$ cat src/rtl/memory_dumper_pkg.sv
// Shared sizing for the memory dumper; mirrors the system-wide word and address widths.
package memory_dumper_pkg;

   localparam int WORD_SIZE_DEFAULT     = 16;
   localparam int MEM_ADDR_SIZE_DEFAULT = 8;

endpackage : memory_dumper_pkg

$ cat src/rtl/memory_dumper.sv
// Post-halt RAM read-back engine: sweeps base_addr..base_addr+word_count-1 and streams
// each word on a valid/ready port, owning the RAM address path while busy.
module memory_dumper
   import memory_dumper_pkg::*;
#(
   parameter int WORD_SIZE     = WORD_SIZE_DEFAULT,
   parameter int MEM_ADDR_SIZE = MEM_ADDR_SIZE_DEFAULT
) (
   input  logic                     clock,
   input  logic                     reset,
   input  logic                     start,
   input  logic [MEM_ADDR_SIZE-1:0] base_addr,
   input  logic [MEM_ADDR_SIZE:0]   word_count,
   output logic [MEM_ADDR_SIZE-1:0] mem_addr,
   input  logic [WORD_SIZE-1:0]     mem_read_data,
   output logic [WORD_SIZE-1:0]     out_data,
   output logic                     out_valid,
   input  logic                     out_ready,
   output logic                     out_last,
   output logic                     busy,
   output logic                     done
);

   localparam logic [1:0] ST_IDLE    = 2'd0;
   localparam logic [1:0] ST_READ    = 2'd1;
   localparam logic [1:0] ST_CAPTURE = 2'd2;
   localparam logic [1:0] ST_SEND    = 2'd3;

   localparam logic [MEM_ADDR_SIZE:0] REMAINING_ONE = {{MEM_ADDR_SIZE{1'b0}}, 1'b1};

   logic [1:0]               state;
   logic [MEM_ADDR_SIZE-1:0] addr_reg;
   logic [MEM_ADDR_SIZE:0]   remaining;

   // The RAM registers its address, so the address register drives it directly and the
   // read data appears one cycle later in CAPTURE.
   assign mem_addr = addr_reg;

   // NOTE: every register here uses <= so all updates take effect together at the edge;
   // a blocking = would let later statements see half-updated state.
   always_ff @(posedge clock) begin
      if (reset) begin
         state     <= ST_IDLE;
         addr_reg  <= '0;
         remaining <= '0;
         out_data  <= '0;
         out_valid <= 1'b0;
         out_last  <= 1'b0;
         busy      <= 1'b0;
         done      <= 1'b0;
      end else begin
         case (state)
            ST_IDLE: begin
               done <= 1'b0;
               if (start) begin
                  if (word_count == '0) begin
                     done <= 1'b1;
                  end else begin
                     addr_reg  <= base_addr;
                     remaining <= word_count;
                     busy      <= 1'b1;
                     state     <= ST_READ;
                  end
               end
            end

            ST_READ: begin
               state <= ST_CAPTURE;
            end

            ST_CAPTURE: begin
               out_data  <= mem_read_data;
               out_valid <= 1'b1;
               out_last  <= (remaining == REMAINING_ONE);
               state     <= ST_SEND;
            end

            ST_SEND: begin
               // Word and flags stay frozen until the sink takes it; no timeout.
               if (out_ready) begin
                  out_valid <= 1'b0;
                  out_last  <= 1'b0;
                  remaining <= remaining - 1'b1;
                  if (remaining == REMAINING_ONE) begin
                     busy  <= 1'b0;
                     done  <= 1'b1;
                     state <= ST_IDLE;
                  end else begin
                     addr_reg <= addr_reg + 1'b1;
                     state    <= ST_READ;
                  end
               end
            end

            default: begin
               state <= ST_IDLE;
            end
         endcase
      end
   end

endmodule : memory_dumper

$ cat config.mk
export PLATFORM = sky130hd
export DESIGN_NAME = memory_dumper
export DESIGN_NICKNAME = d
export VERILOG_FILES = /design/src/rtl/memory_dumper_pkg.sv /design/src/rtl/memory_dumper.sv
export SDC_FILE = /design/constraint.sdc
export NUM_CORES = 1
export LEC_CHECK = 0
export ABC_AREA = 1
export CORE_ASPECT_RATIO = 1.75
export CORE_MARGIN = 10
export CORE_UTILIZATION = 43
export DETAILED_ROUTE_END_ITERATION = 10
export PLACE_DENSITY = 0.83
export SYNTH_ARGS = -nofsm -noshare
export SYNTH_HDL_FRONTEND = slang
export SYNTH_SLANG_ARGS = --single-unit
$ cat constraint.sdc
create_clock -name clock -period 1.6 [get_ports clock]
set_clock_uncertainty 0.05 [all_clocks]
set_input_delay 0.4 -clock clock [delete_from_list [all_inputs] [get_ports clock]]
set_output_delay 0.4 -clock clock [all_outputs]
set_load 0.05 [all_outputs]
# After elaboration in Yosys (flattened, before gate mapping)
# Index checks and enable logic that the tools add are counted.
[op_classes] n_addsub=2 n_eq_ne=9 n_mux=27 n_reduce_logical=10
[op_table] operator="two-way mux 8 bit" count=4
[op_table] operator="two-way mux 9 bit" count=3
[op_table] operator="one-hot mux 9 bit (2 select lines)" count=1
[op_table] operator="one-hot mux 8 bit (2 select lines)" count=1
[op_table] operator="two-way mux 1 bit" count=10
[op_table] operator="!= test 2 bit, second input constant" count=5
[op_table] operator="AND reduction 5 bit" count=2
[op_table] operator="equality test 9 x 1 -> 1 bit, second input constant" count=1
[op_table] operator="logical NOT 9 bit" count=1
[op_table] operator="subtractor 9 x 1 -> 9 bit, second input constant" count=1
[op_table] operator="adder 8 x 1 -> 8 bit, second input constant" count=1
[op_table] operator="one-hot mux 1 bit (2 select lines)" count=4
[op_table] operator="one-hot mux 2 bit (4 select lines)" count=1
[op_table] operator="two-way mux 2 bit" count=3
[op_table] operator="AND reduction 3 bit" count=2
[op_table] operator="equality test 2 bit, second input constant" count=2
[op_table] operator="AND reduction 4 bit" count=1
[op_table] operator="nonzero test 2 bit" count=2
[op_table] operator="equality test 2 x 1 -> 1 bit, second input constant" count=1
[op_table] operator="logical NOT 2 bit" count=1
[op_table] operator="AND reduction 2 bit" count=1
[word_totals] reg_bits=39 in_bits=37 out_inout_bits=28

# Longest topological paths before layout
[logic_depth] word_depth=4 ltp_mapped=10

# Worst setup path after synthesis
# No wires, ideal clock.
[synth_timing] kind="flip-flop to flip-flop" start="register addr_reg[0] (netlist: mem_addr[0])" end="register addr_reg[6] (netlist: mem_addr[6])" t_arrival_ps=1517 required_time_ps=1437 slack_ps=-80 stages_incl_launch_ff=9 n_path_buf=0 synth_period_minus_slack_ps=1680 path_cell_list="dfxtp_1 ha_1 nand4_1 nor2_1 nand2_1 nand3_1 nand2_1 nor2_1 nor2_1"
[synth_between] elab_chain_cells=4
[synth_rtl] element="from (decl)" line_no="memory_dumper.sv:32" rtl="logic [MEM_ADDR_SIZE-1:0] addr_reg;"
[synth_rtl] element="from (signal assigned)" line_no="memory_dumper.sv:59" rtl="addr_reg <= base_addr;"
[synth_rtl] element="from (signal assigned)" line_no="memory_dumper.sv:89" rtl="addr_reg <= addr_reg + 1'b1;"
[synth_rtl] element="adder 8 x 1 -> 8 bit" line_no="memory_dumper.sv:89"
[synth_rtl] element="two-way mux 8 bit" line_no="memory_dumper.sv:84" rtl="if (remaining == REMAINING_ONE) begin"
[synth_rtl] element="two-way mux 8 bit" line_no="memory_dumper.sv:80" rtl="if (out_ready) begin"
[synth_rtl] element="one-hot mux 8 bit (2 select lines)" line_no="memory_dumper.sv:52" rtl="case (state)"
# No other way between the ends. The select of a mux whose other input is x is not followed.
# A chain may end at the register's enable or synchronous reset.

# Worst setup path in the final report
[layout_timing] start="register state[1]" end="register remaining[4]"
[layout_between] elab_chain_cells=3
[layout_rtl] element="from (decl)" line_no="memory_dumper.sv:31" rtl="logic [1:0] state;"
[layout_rtl] element="from (signal assigned)" line_no="memory_dumper.sv:43" rtl="state <= ST_IDLE;"
[layout_rtl] element="from (signal assigned)" line_no="memory_dumper.sv:62" rtl="state <= ST_READ;"
[layout_rtl] element="from (signal assigned)" line_no="memory_dumper.sv:68" rtl="state <= ST_CAPTURE;"
[layout_rtl] element="equality test 2 bit or logical NOT 2 bit (tied branches)" line_no="memory_dumper.sv:52"
[layout_rtl] element="!= test 2 bit (no line) or nonzero test 2 bit (tied branches)"
[layout_rtl] element="AND reduction 4 bit (no line)"
[layout_rtl] element="to (signal assigned)" line_no="memory_dumper.sv:60" rtl="remaining <= word_count;"
[layout_rtl] element="to (signal assigned)" line_no="memory_dumper.sv:83" rtl="remaining <= remaining - 1'b1;"
[layout_rtl] element="to (decl)" line_no="memory_dumper.sv:33" rtl="logic [MEM_ADDR_SIZE:0] remaining;"
# Several ways; a longest one is shown, not always the timed one.

==> out/qor.yml <==
clocking:
  h-tree-depth: 2
  numCtsBuffers: 5
  clk_pin_slew_ns: 0.08
  cts_tree: "done"
  insertion_delay_ns: 0.30
  cts_root_buf: "clkbuf_8"
  clockBufferDepth: 2
  cts_hold_buffers: 0
  clock-sinks: 39
floorplanning:
  start_util_pct: 44.0
  die_h_um: 114
  fp.dieW_um: 74.0
  fp-row-count: 34
  ios: 65
  die-area_mm2: 0.00846
  core_mm2: 0.00498
grt:
  grt_overflow: 0
  grt_use_total_pct: 15.6
  grt_first_pass_wirelength_um: 10700
  antenna_found_initial: 0
  grt_pass1_vias: 2414
  grt.met3_usage_pct: 4.86
  busiest_layer: "met2"
  use_met1_pct: 14.5
  grt_max_degree: 24
  use_met2_pct: 28.6
layout:
  area_growth_pct: 62.2
  antenna_cells: 0
  drive_above_1_share_pct: 22.0
  layout.nets: 471
  final_cells: 482
  n_fill_cell: 358
setup_path:
  slowest_delay_ns: 0.36
  cp_slowest_cell: "dfxtp_4"
  cp_common_cell: "nand3_4"
  worstPathRequired_ns: 1.78
  crit_fanout: 7
  critPathBufInv: 3
  cp-start-kind: "flip-flop"
  path_cells: "inv_1, ha_2, buf_4, nand3_4, nand3_4, clkinv_4, nand2_2, o21ai_2, nor2_1"
  crit_family: "simple AND/OR/NAND/NOR gates"
  crit_arrival_ns: 1.75
  end_kind: "flip-flop"
  path_class: "reg2reg"
power:
  switchingPower_mw: 3.62
  p_total_mw: 7.70
  pwr-share-clk_pct: 12.8
  p_int_mw: 4.08
  swShare_pct: 47.0
  p_per_area_mw_per_mm2: 2170
  ir_drop_mv: 1.33
  sequentialPowerShare_pct: 23.8
  p_leak_nw: 1.72
  p_comb_share_pct: 63.3
detailed_routing:
  routed_wl_um: 7050
  drt-initial-drc-count: 272
  vias: 2482
  first_pass_iters: 4
  drc: 0
  antenna_left: 0
  vias_per_cell: 5.15
  wl_per_cell_um: 14.6
logic_synthesis:
  syn_inst: 339
  synth.avg_cell_area_um2: 6.46
  yosysTopAreaCell: "dfxtp_1"
  synth_flop_cell: "dfxtp_1"
  syn_area_mm2: 0.00219
  yosysWarnings: 0
  synth_top_area_share_pct: 35.6
  yosysMostFrequentCell: "nand2_1"
  synth.area.top_cells: "dfxtp_1, nand2_1, nor2_1"
  yosysSeqAreaShare_pct: 35.6
  synth_seq_cells: 39
  synth_common_cells: "nand2_1, nor2_1, dfxtp_1"
  postSynth.asyncResetShare_pct: 0
  netlist-cell-type-count: 29
  synth_edf_count: 0
  synth.net_count: 383
placed_design:
  hpwl_um: 5100
  port_buffers: 64
  place_inst: 468
  gp_congestion: 0.878
timing:
  fin_crit_sh_pct: 98.0
  period_minus_slack_ns: 1.57
  maxSlewViolCount: 0
  setup_viol: 0
  setup-tns-final_ns: 0
  hold_slack_ns: 0.435
  rsz0062_at_grt: "true"
  relSlewSlack_pct: 80.6
  hold_viol: 0
  maxClockFrequency_mhz: 638
  worst_pin_slew_ns: 0.288
outcome:
  status: "complete, no violations"
flow_run:
  max-cap-violations: 0
hold_path:
  hold_class: "reg2reg"
==> tightest hold or removal path: stages, from the launching register on <==
cell	delay (ns)
dfxtp_1	0.33
nand2_1	0.06
a21oi_1	0.05
==> final timing paths <==
check | from | endpoint | slack, ns | cells after the start
max | state[1] | remaining[4] | 0.03 | 9
min | remaining[7] | remaining[7] | 0.43 | 2
max reg2reg | state[1] | remaining[4] | 0.03 | 9
min reg2reg | remaining[7] | remaining[7] | 0.43 | 2
==> power groups by stage <==
| stage | Clock [mW] | Sequential [mW] | Combinational (mW) |
|---|---|---|---|
| after CTS | 1.00 | 1.82 | 4.62 |
| after global placement | 0 | 1.81 | 4.47 |
| after detailed placement | 0 | 1.83 | 4.56 |
| after global routing | 1.04 | 1.89 | 5.26 |
| after floorplan | 0 | 2.60 | 1.83 |
| final | 0.990 | 1.84 | 4.88 |
==> sequential cells by signal, summed over array words and instances, names as in the netlist <==
signal and flops:
out_valid 1, mem_addr 8, out_data 16, busy 1, out_last 1, remaining 9, state 2, done 1
==> metrics by stage <==
stage,setup slack (ns),utilization [%],cell area [µm²]
after floorplan,0.0751,-,2190
after global placement,-0.306,66.2,3290
after detailed placement,-0.339,66.2,3290
after CTS,-0.00844,69.0,3440
after global routing,-0.0604,71.4,3550
final,0.0315,71.4,3550
==> cell usage in the layout, fill, tap and decap left out, types with 11 or more instances in the layout <==
master,instances
nand2_1,92
nor2_1,63
dfxtp_1,35
o21ai_0,32
inv_1,31
buf_12,28
clkdlybuf4s50_1,27
buf_4,24
nand3_1,17
a21oi_1,11
==> metal layers <==
layer | share of wire, % | up-vias
met5 | 0 | -
met4 | 3.8 | 0
met3 | 6.1 | 23
met2 | 56 | 85
met1 | 34 | 1124
li1 | - | 1250
==> cell type report <==
class	instances	area [µm²]	area share, %
clock buffer	6	72.6	2.04
clock inverter	2	60.1	1.69
inverter	34	136	3.84
multi-input combinational	257	1290	36.2
sequential	39	788	22.2
tap	54	67.6	1.90
timing repair buffer	89	1130	31.9
timing repair inverter	1	6.26	0.176
==> kinds of logic after synthesis <==
group	after synthesis	synth area share [%]
AOI/OAI and AO/OA	46	10.6
xor gates and xnor gates	1	0.400
adders and majority gates	7	4.00
buffers and inverters	45	8.34
DFF	39	35.6
and+or+nand+nor	201	41.0
==> repair_timing <==
| item | CTS | global route |
|---|---|---|
| gates cloned | 0 | 3 |
| pin swaps | 1 | 10 |
| setup buffers | 1 | 2 |
| resized for setup | 2 | 29 |
| endpoints found under the setup margin | 3 | 21 |
No activity file was read; power rests on OpenSTA's default activity.
